[config.mk]
export PLATFORM = sky130hd
export DESIGN_NAME = alarm_controller
export DESIGN_NICKNAME = d
export VERILOG_FILES = /design/src/rtl/alarm_controller.sv
export SDC_FILE = /design/constraint.sdc
export NUM_CORES = 1
export LEC_CHECK = 0
export BUFFER_PORTS_ARGS = -buffer_cell sky130_fd_sc_hd__clkbuf_2
export CELL_PAD_IN_SITES_DETAIL_PLACEMENT = 0
export CELL_PAD_IN_SITES_GLOBAL_PLACEMENT = 1
export CORE_ASPECT_RATIO = 0.75
export CORE_UTILIZATION = 34
export CTS_CLUSTER_SIZE = 12
export DETAILED_ROUTE_END_ITERATION = 10
export GPL_TIMING_DRIVEN = 0
export PLACE_DENSITY_LB_ADDON = 0.1
export REMOVE_ABC_BUFFERS = 1
export SLEW_MARGIN = 20
export SYNTH_ARGS = -nofsm -noshare
export SYNTH_HDL_FRONTEND = slang
export SYNTH_SLANG_ARGS = --single-unit
[constraint.sdc]
create_clock -name clock -period 1.9 [get_ports clock]
set_clock_uncertainty 0.1 [all_clocks]
set_input_delay 0.19 -clock clock [delete_from_list [all_inputs] [get_ports clock]]
set_output_delay 0.19 -clock clock [all_outputs]
set_load 0.02 [all_outputs]
[src/rtl/alarm_controller.sv]
// Alarm sequencer: stores the alarm time, detects the minute match and runs the ring/snooze/stop FSM.
// Define ALARM_SNOOZE_EN to build the SNOOZE state and snooze counters.
module alarm_controller #(
  parameter int RING_SECONDS   = 60,
  parameter int SNOOZE_SECONDS = 540,
  parameter int MAX_SNOOZES    = 3,
  parameter int ALARM_HOUR_RST = 6,
  parameter int ALARM_MIN_RST  = 30
) (
  input  logic       clock,
  input  logic       reset,
  input  logic       tick_1s,
  input  logic [6:0] time_hour,
  input  logic [6:0] time_minute,
  input  logic       set_mode,
  input  logic       inc_hour,
  input  logic       inc_minute,
  input  logic       arm_toggle,
  input  logic       snooze,
  input  logic       stop,
  output logic [6:0] alarm_hour,
  output logic [6:0] alarm_minute,
  output logic       armed,
  output logic       buzzer,
  output logic       snoozing,
  output logic       setting,
  output logic [1:0] snooze_count
);

  typedef enum logic [2:0] {
    ST_DISARMED,
    ST_ARMED,
    ST_SET,
    ST_RINGING
`ifdef ALARM_SNOOZE_EN
    , ST_SNOOZE
`endif
  } state_t;

  localparam logic [9:0] RING_LAST = 10'(RING_SECONDS - 1);
  localparam logic [6:0] HOUR_RST  = 7'(ALARM_HOUR_RST);
  localparam logic [6:0] MIN_RST   = 7'(ALARM_MIN_RST);

  state_t     state, state_n;
  logic       armed_q, armed_n;
  logic [6:0] hour_q, hour_n;
  logic [6:0] minute_q, minute_n;
  logic [9:0] ring_cnt, ring_n;
  logic       match, match_q, trigger;
  logic       buzzer_q, setting_q;

`ifdef ALARM_SNOOZE_EN
  localparam logic [9:0] SNOOZE_LAST = 10'(SNOOZE_SECONDS - 1);
  localparam logic [1:0] MAX_CNT     = 2'(MAX_SNOOZES);

  logic [9:0] snz_cnt, snz_n;
  logic [1:0] count_q, count_n;
  logic       snoozing_q;
`endif

  // Edge-detect the match so the alarm fires once per matching minute.
  assign match   = (time_hour == hour_q) && (time_minute == minute_q);
  assign trigger = match & ~match_q;

  always_comb begin
    state_n  = state;
    armed_n  = armed_q;
    hour_n   = hour_q;
    minute_n = minute_q;
    ring_n   = ring_cnt;
`ifdef ALARM_SNOOZE_EN
    snz_n    = snz_cnt;
    count_n  = count_q;
`endif
    case (state)
      ST_DISARMED: begin
        if (arm_toggle) begin
          state_n = ST_ARMED;
          armed_n = 1'b1;
        end else if (set_mode) begin
          state_n = ST_SET;
        end
      end
      ST_ARMED: begin
        if (arm_toggle) begin
          state_n = ST_DISARMED;
          armed_n = 1'b0;
        end else if (set_mode) begin
          state_n = ST_SET;
        end else if (trigger) begin
          state_n = ST_RINGING;
          ring_n  = '0;
`ifdef ALARM_SNOOZE_EN
          count_n = '0;
`endif
        end
      end
      ST_SET: begin
        if (inc_hour)
          hour_n = (hour_q == 7'd23) ? 7'd0 : hour_q + 7'd1;
        if (inc_minute)
          minute_n = (minute_q == 7'd59) ? 7'd0 : minute_q + 7'd1;
        if (arm_toggle)
          armed_n = ~armed_q;
        else if (set_mode)
          state_n = armed_q ? ST_ARMED : ST_DISARMED;
      end
      ST_RINGING: begin
        if (arm_toggle) begin
          state_n = ST_DISARMED;
          armed_n = 1'b0;
        end else if (stop) begin
          state_n = ST_ARMED;
        end
`ifdef ALARM_SNOOZE_EN
        else if (snooze && (count_q < MAX_CNT)) begin
          state_n = ST_SNOOZE;
          snz_n   = '0;
          count_n = count_q + 2'd1;
        end
`endif
        else if (tick_1s) begin
          if (ring_cnt == RING_LAST) begin
            state_n = ST_ARMED;
            ring_n  = '0;
          end else begin
            ring_n = ring_cnt + 10'd1;
          end
        end
      end
`ifdef ALARM_SNOOZE_EN
      ST_SNOOZE: begin
        if (arm_toggle) begin
          state_n = ST_DISARMED;
          armed_n = 1'b0;
        end else if (stop) begin
          state_n = ST_ARMED;
        end else if (tick_1s) begin
          if (snz_cnt == SNOOZE_LAST) begin
            state_n = ST_RINGING;
            snz_n   = '0;
            ring_n  = '0;
          end else begin
            snz_n = snz_cnt + 10'd1;
          end
        end
      end
`endif
      default: state_n = ST_DISARMED;
    endcase
`ifdef ALARM_SNOOZE_EN
    if (state_n inside {ST_ARMED, ST_DISARMED})
      count_n = '0;
`endif
  end

  always_ff @(posedge clock or negedge reset) begin
    if (!reset) begin
      state     <= ST_DISARMED;
      armed_q   <= 1'b0;
      hour_q    <= HOUR_RST;
      minute_q  <= MIN_RST;
      ring_cnt  <= '0;
      match_q   <= 1'b0;
      buzzer_q  <= 1'b0;
      setting_q <= 1'b0;
    end else begin
      state     <= state_n;
      armed_q   <= armed_n;
      hour_q    <= hour_n;
      minute_q  <= minute_n;
      ring_cnt  <= ring_n;
      match_q   <= match;
      buzzer_q  <= (state_n == ST_RINGING);
      setting_q <= (state_n == ST_SET);
    end
  end

`ifdef ALARM_SNOOZE_EN
  always_ff @(posedge clock or negedge reset) begin
    if (!reset) begin
      snz_cnt    <= '0;
      count_q    <= '0;
      snoozing_q <= 1'b0;
    end else begin
      snz_cnt    <= snz_n;
      count_q    <= count_n;
      snoozing_q <= (state_n == ST_SNOOZE);
    end
  end

  assign snoozing     = snoozing_q;
  assign snooze_count = count_q;
`else
  logic unused_snooze;
  assign unused_snooze = ^{snooze, SNOOZE_SECONDS[0], MAX_SNOOZES[0]};

  assign snoozing     = 1'b0;
  assign snooze_count = 2'd0;
`endif

  assign alarm_hour   = hour_q;
  assign alarm_minute = minute_q;
  assign armed        = armed_q;
  assign buzzer       = buzzer_q;
  assign setting      = setting_q;

endmodule

==> results.sh <==
export IMPL_final_hold_viol_count=0
export IMPL_ant_nets=0
export IMPL_end_kind="flip-flop"
export IMPL_placed_cells=302
export IMPL_maxCapViolCount=0
export IMPL_grt_max_degree=32
export IMPL_p_int_mw=1.342
export IMPL_cts_tree="done"
export IMPL_syn_inst=198
export IMPL_hold_path_depth=3
export IMPL_period_needed_ps=1885
export IMPL_dp_hpwl_um=2963
export IMPL_path_cells="xor2_1 -> nor4_2 -> buf_4 -> nand4_4 -> o311a_1 -> nor3b_2"
export IMPL_dieHeight_um=66.20
export IMPL_final_cells=321
export IMPL_slowest_stage="dfstp_2"
export IMPL_drc=0
export IMPL_core_area_um2=5092
export IMPL_clockBufferDepth=2
export IMPL_antenna_found_initial=0
export IMPL_p_seq_frac=0.467
export IMPL_final_cell_mix="38 x clkbuf_2, 21 x dfrtp_1, 15 x nand2_1"
export IMPL_grt_pass1_vias=1398
export IMPL_p_comb_frac=0.248
export IMPL_synth_seq_cells=31
export IMPL_dieArea_um2=5798
export IMPL_rows=22
export IMPL_port_buffers=38
export IMPL_final_common_cell="clkbuf_2"
export IMPL_hp_class="input port to flip-flop"
export IMPL_rsz0062_at_grt="true"
export IMPL_drt_iter0_markers=67
export IMPL_diodes=0
export IMPL_die_w_um=87.59
export IMPL_clkTransAtPathRegs_ps=70
export IMPL_async_flop_share=1.000
export IMPL_ios=43
export IMPL_ir_worst_vdd_mv=0.5858
export IMPL_routedWlPerCell_um=13.46
export IMPL_dpl_worst_slack_ps=-158.7
export IMPL_firstDrtPassIters=6
export IMPL_swShare=0.3415
export IMPL_synth_flop_cell="dfrtp_1"
export IMPL_cts_htree_levels=2
export IMPL_start_kind="flip-flop"
export IMPL_worstPathArrival_ps=1990
export IMPL_cts_root_buf="clkbuf_8"
export IMPL_grt_overflow=0
export IMPL_vias_per_cell=4.900
export IMPL_drt_total_wl_um=4322
export IMPL_clkPwrFrac=0.285
export IMPL_synthTopCellsByArea="dfrtp_1 33%, dfstp_2 8.4%, xor2_1 7.5%"
export IMPL_drv_slew=0
export IMPL_slowest_delay_ps=570
export IMPL_via_count=1573
export IMPL_floorplan_initialDensity=0.3668
export IMPL_r2r_cells=6
export IMPL_finalCritPeriodShare=0.9923
export IMPL_setup_violations_final=0
export IMPL_syn_to_final_growth_pct=30.41
export IMPL_clkLatencyLatePin_ps=280
export IMPL_worst_slew_pin_slew_ps=785.8
export IMPL_status="finished clean"
export IMPL_path_max_fanout=5
export IMPL_setup_ws_ps=14.64
export IMPL_leakagePower_nw=1.054
export IMPL_syn_avg_cell_area_um2=9.435
export IMPL_clkSinkCount=31
export IMPL_max_freq_mhz=530.4
export IMPL_routabilityCongestion=0.7210
export IMPL_relSlewSlack=0.4761
export IMPL_grt_pass1_wl_um=7010
export IMPL_p_per_area_nw_per_um2=836.6
export IMPL_synth_seq_area_share=0.4193
export IMPL_yosysTopAreaCell="dfrtp_1"
export IMPL_numCtsBuffers=5
export IMPL_worstSetupPathType="flip-flop to flip-flop"
export IMPL_drive_gt1_frac=0.3534
export IMPL_netlist_area_um2=1868
export IMPL_synth_edf_count=0
export IMPL_yosysUniqueCellTypes=47
export IMPL_power_net_switching_uw=696.0
export IMPL_grt_usage=0.1615
export IMPL_synth_top_cell_area_share=0.3349
export IMPL_cp_required_ps=2000
export IMPL_ys_warn_count=0
export IMPL_layout_nets=274
## sequential cells by signal (all words and copies together) (netlist names)
register,flops
buzzer,1
armed,1
ring_cnt,10
state,3
alarm_minute,7
setting,1
alarm_hour,7
match_q,1
## power by group through the flow
stage               Clock (mW)  Sequential, mW  Combinational [mW]
finish                   0.581           0.951               0.506
global route             0.630           0.973               0.564
CTS                      0.596           0.940               0.449
floorplan                    0           0.972               0.240
detailed placement           0           0.944               0.434
global placement             0           0.947               0.434
## metrics by stage
stage	util	hold WS (ps)	cell area [µm²]	setup TNS (ps)	power, mW
2_1_floorplan	-	-205.6	1821	0	1.212
3_3_place_gp	0.4125	222.2	2101	-2344	1.381
3_5_place_dp	0.4125	218.0	2101	-2252	1.378
4_1_cts	0.4496	132.5	2290	-238.6	1.985
5_1_grt	0.4784	150.7	2436	-728.8	2.168
6_report	0.4784	143.8	2436	0	2.038
## final cells by class
| type | instances | area, µm² |
|---|---|---|
| repair buffers | 48 | 284.0 |
| flip-flops and latches | 31 | 788.3 |
| fillers | 485 | 2656 |
| inverters | 10 | 37.54 |
| multi-input cells | 152 | 1136 |
| well taps | 72 | 90.09 |
| clock buffers | 8 | 100.1 |
## metal layers
| metal | part of all wire | GRT usage | vias up |
|---|---|---|---|
| met4 | 0.013 | 0.06148 | 0 |
| met2 | 0.39 | 0.2109 | 38 |
| met3 | 0.049 | 0.05119 | 8 |
| met1 | 0.55 | 0.2407 | 714 |
| li1 | - | - | 813 |
| met5 | 0 | 0 | - |
## logic make-up after synthesis
group           Yosys count  synth area share
mux                       5           0.02880
compound gates           41            0.1407
simple gates             80            0.2532
xor+xnor                 18           0.08439
flops                    31            0.4193
buf+inv                  19           0.05158
other cells               1          0.002007
fa+ha+maj                 3           0.02010
## path summary, 6_finish.rpt
check                                          end  slack, ps                         from
min in group asynchronous  ring_cnt[7]$_DFFE_PN0P_        430                        reset
max reg2reg                       buzzer$_DFF_PN0_         10  alarm_minute[4]$_DFFE_PN1P_
max                               buzzer$_DFF_PN0_         10  alarm_minute[4]$_DFFE_PN1P_
max in group asynchronous       state[1]$_DFF_PN0_        720                        reset
min                        ring_cnt[2]$_DFFE_PN0P_        140                     set_mode
min reg2reg                ring_cnt[0]$_DFFE_PN0P_        430      ring_cnt[0]$_DFFE_PN0P_
## what timing repair did
action / in CTS / in global routing
setup endpoints to repair: 23 / 17
pin swaps: 0 / 7
buffers inserted: 2 / 7
hold endpoints to repair: 25 / 0
hold buffers: 1 / 0
gates resized for setup: 10 / 23
cloned: 1 / 0
## cell usage after synthesis (2+ instances only)
master and count:
nor3b_1 3, a21oi_1 5, xor2_1 16, a211o_1 2, nand3b_1 2, nor2b_1 3
ha_1 3, dfrtp_1 25, nor3_1 13, xnor2_1 2, nor4_1 5, nand2_1 15
o31ai_1 2, a31oi_1 5, nand3_1 7, clkbuf_1 2, nand2b_1 4, inv_1 10
buf_4 4, and3_1 2, a21o_1 4, nor2_1 10, and4_1 2, buf_2 2
o21ai_0 16, dfstp_2 6, mux2i_1 2, or3_1 2, nand4_1 3, nor4_2 2
mux2_2 3
## critical path: cells and delay by family (launching register included)
| kind | cells | cell delay [ps] |
|---|---|---|
| flops | 1 | 570 |
| simple gates | 3 | 510 |
| compound gates | 1 | 370 |
| buf+inv | 1 | 170 |
| xor+xnor | 1 | 80 |
Power figures use the tool's default switching activity.
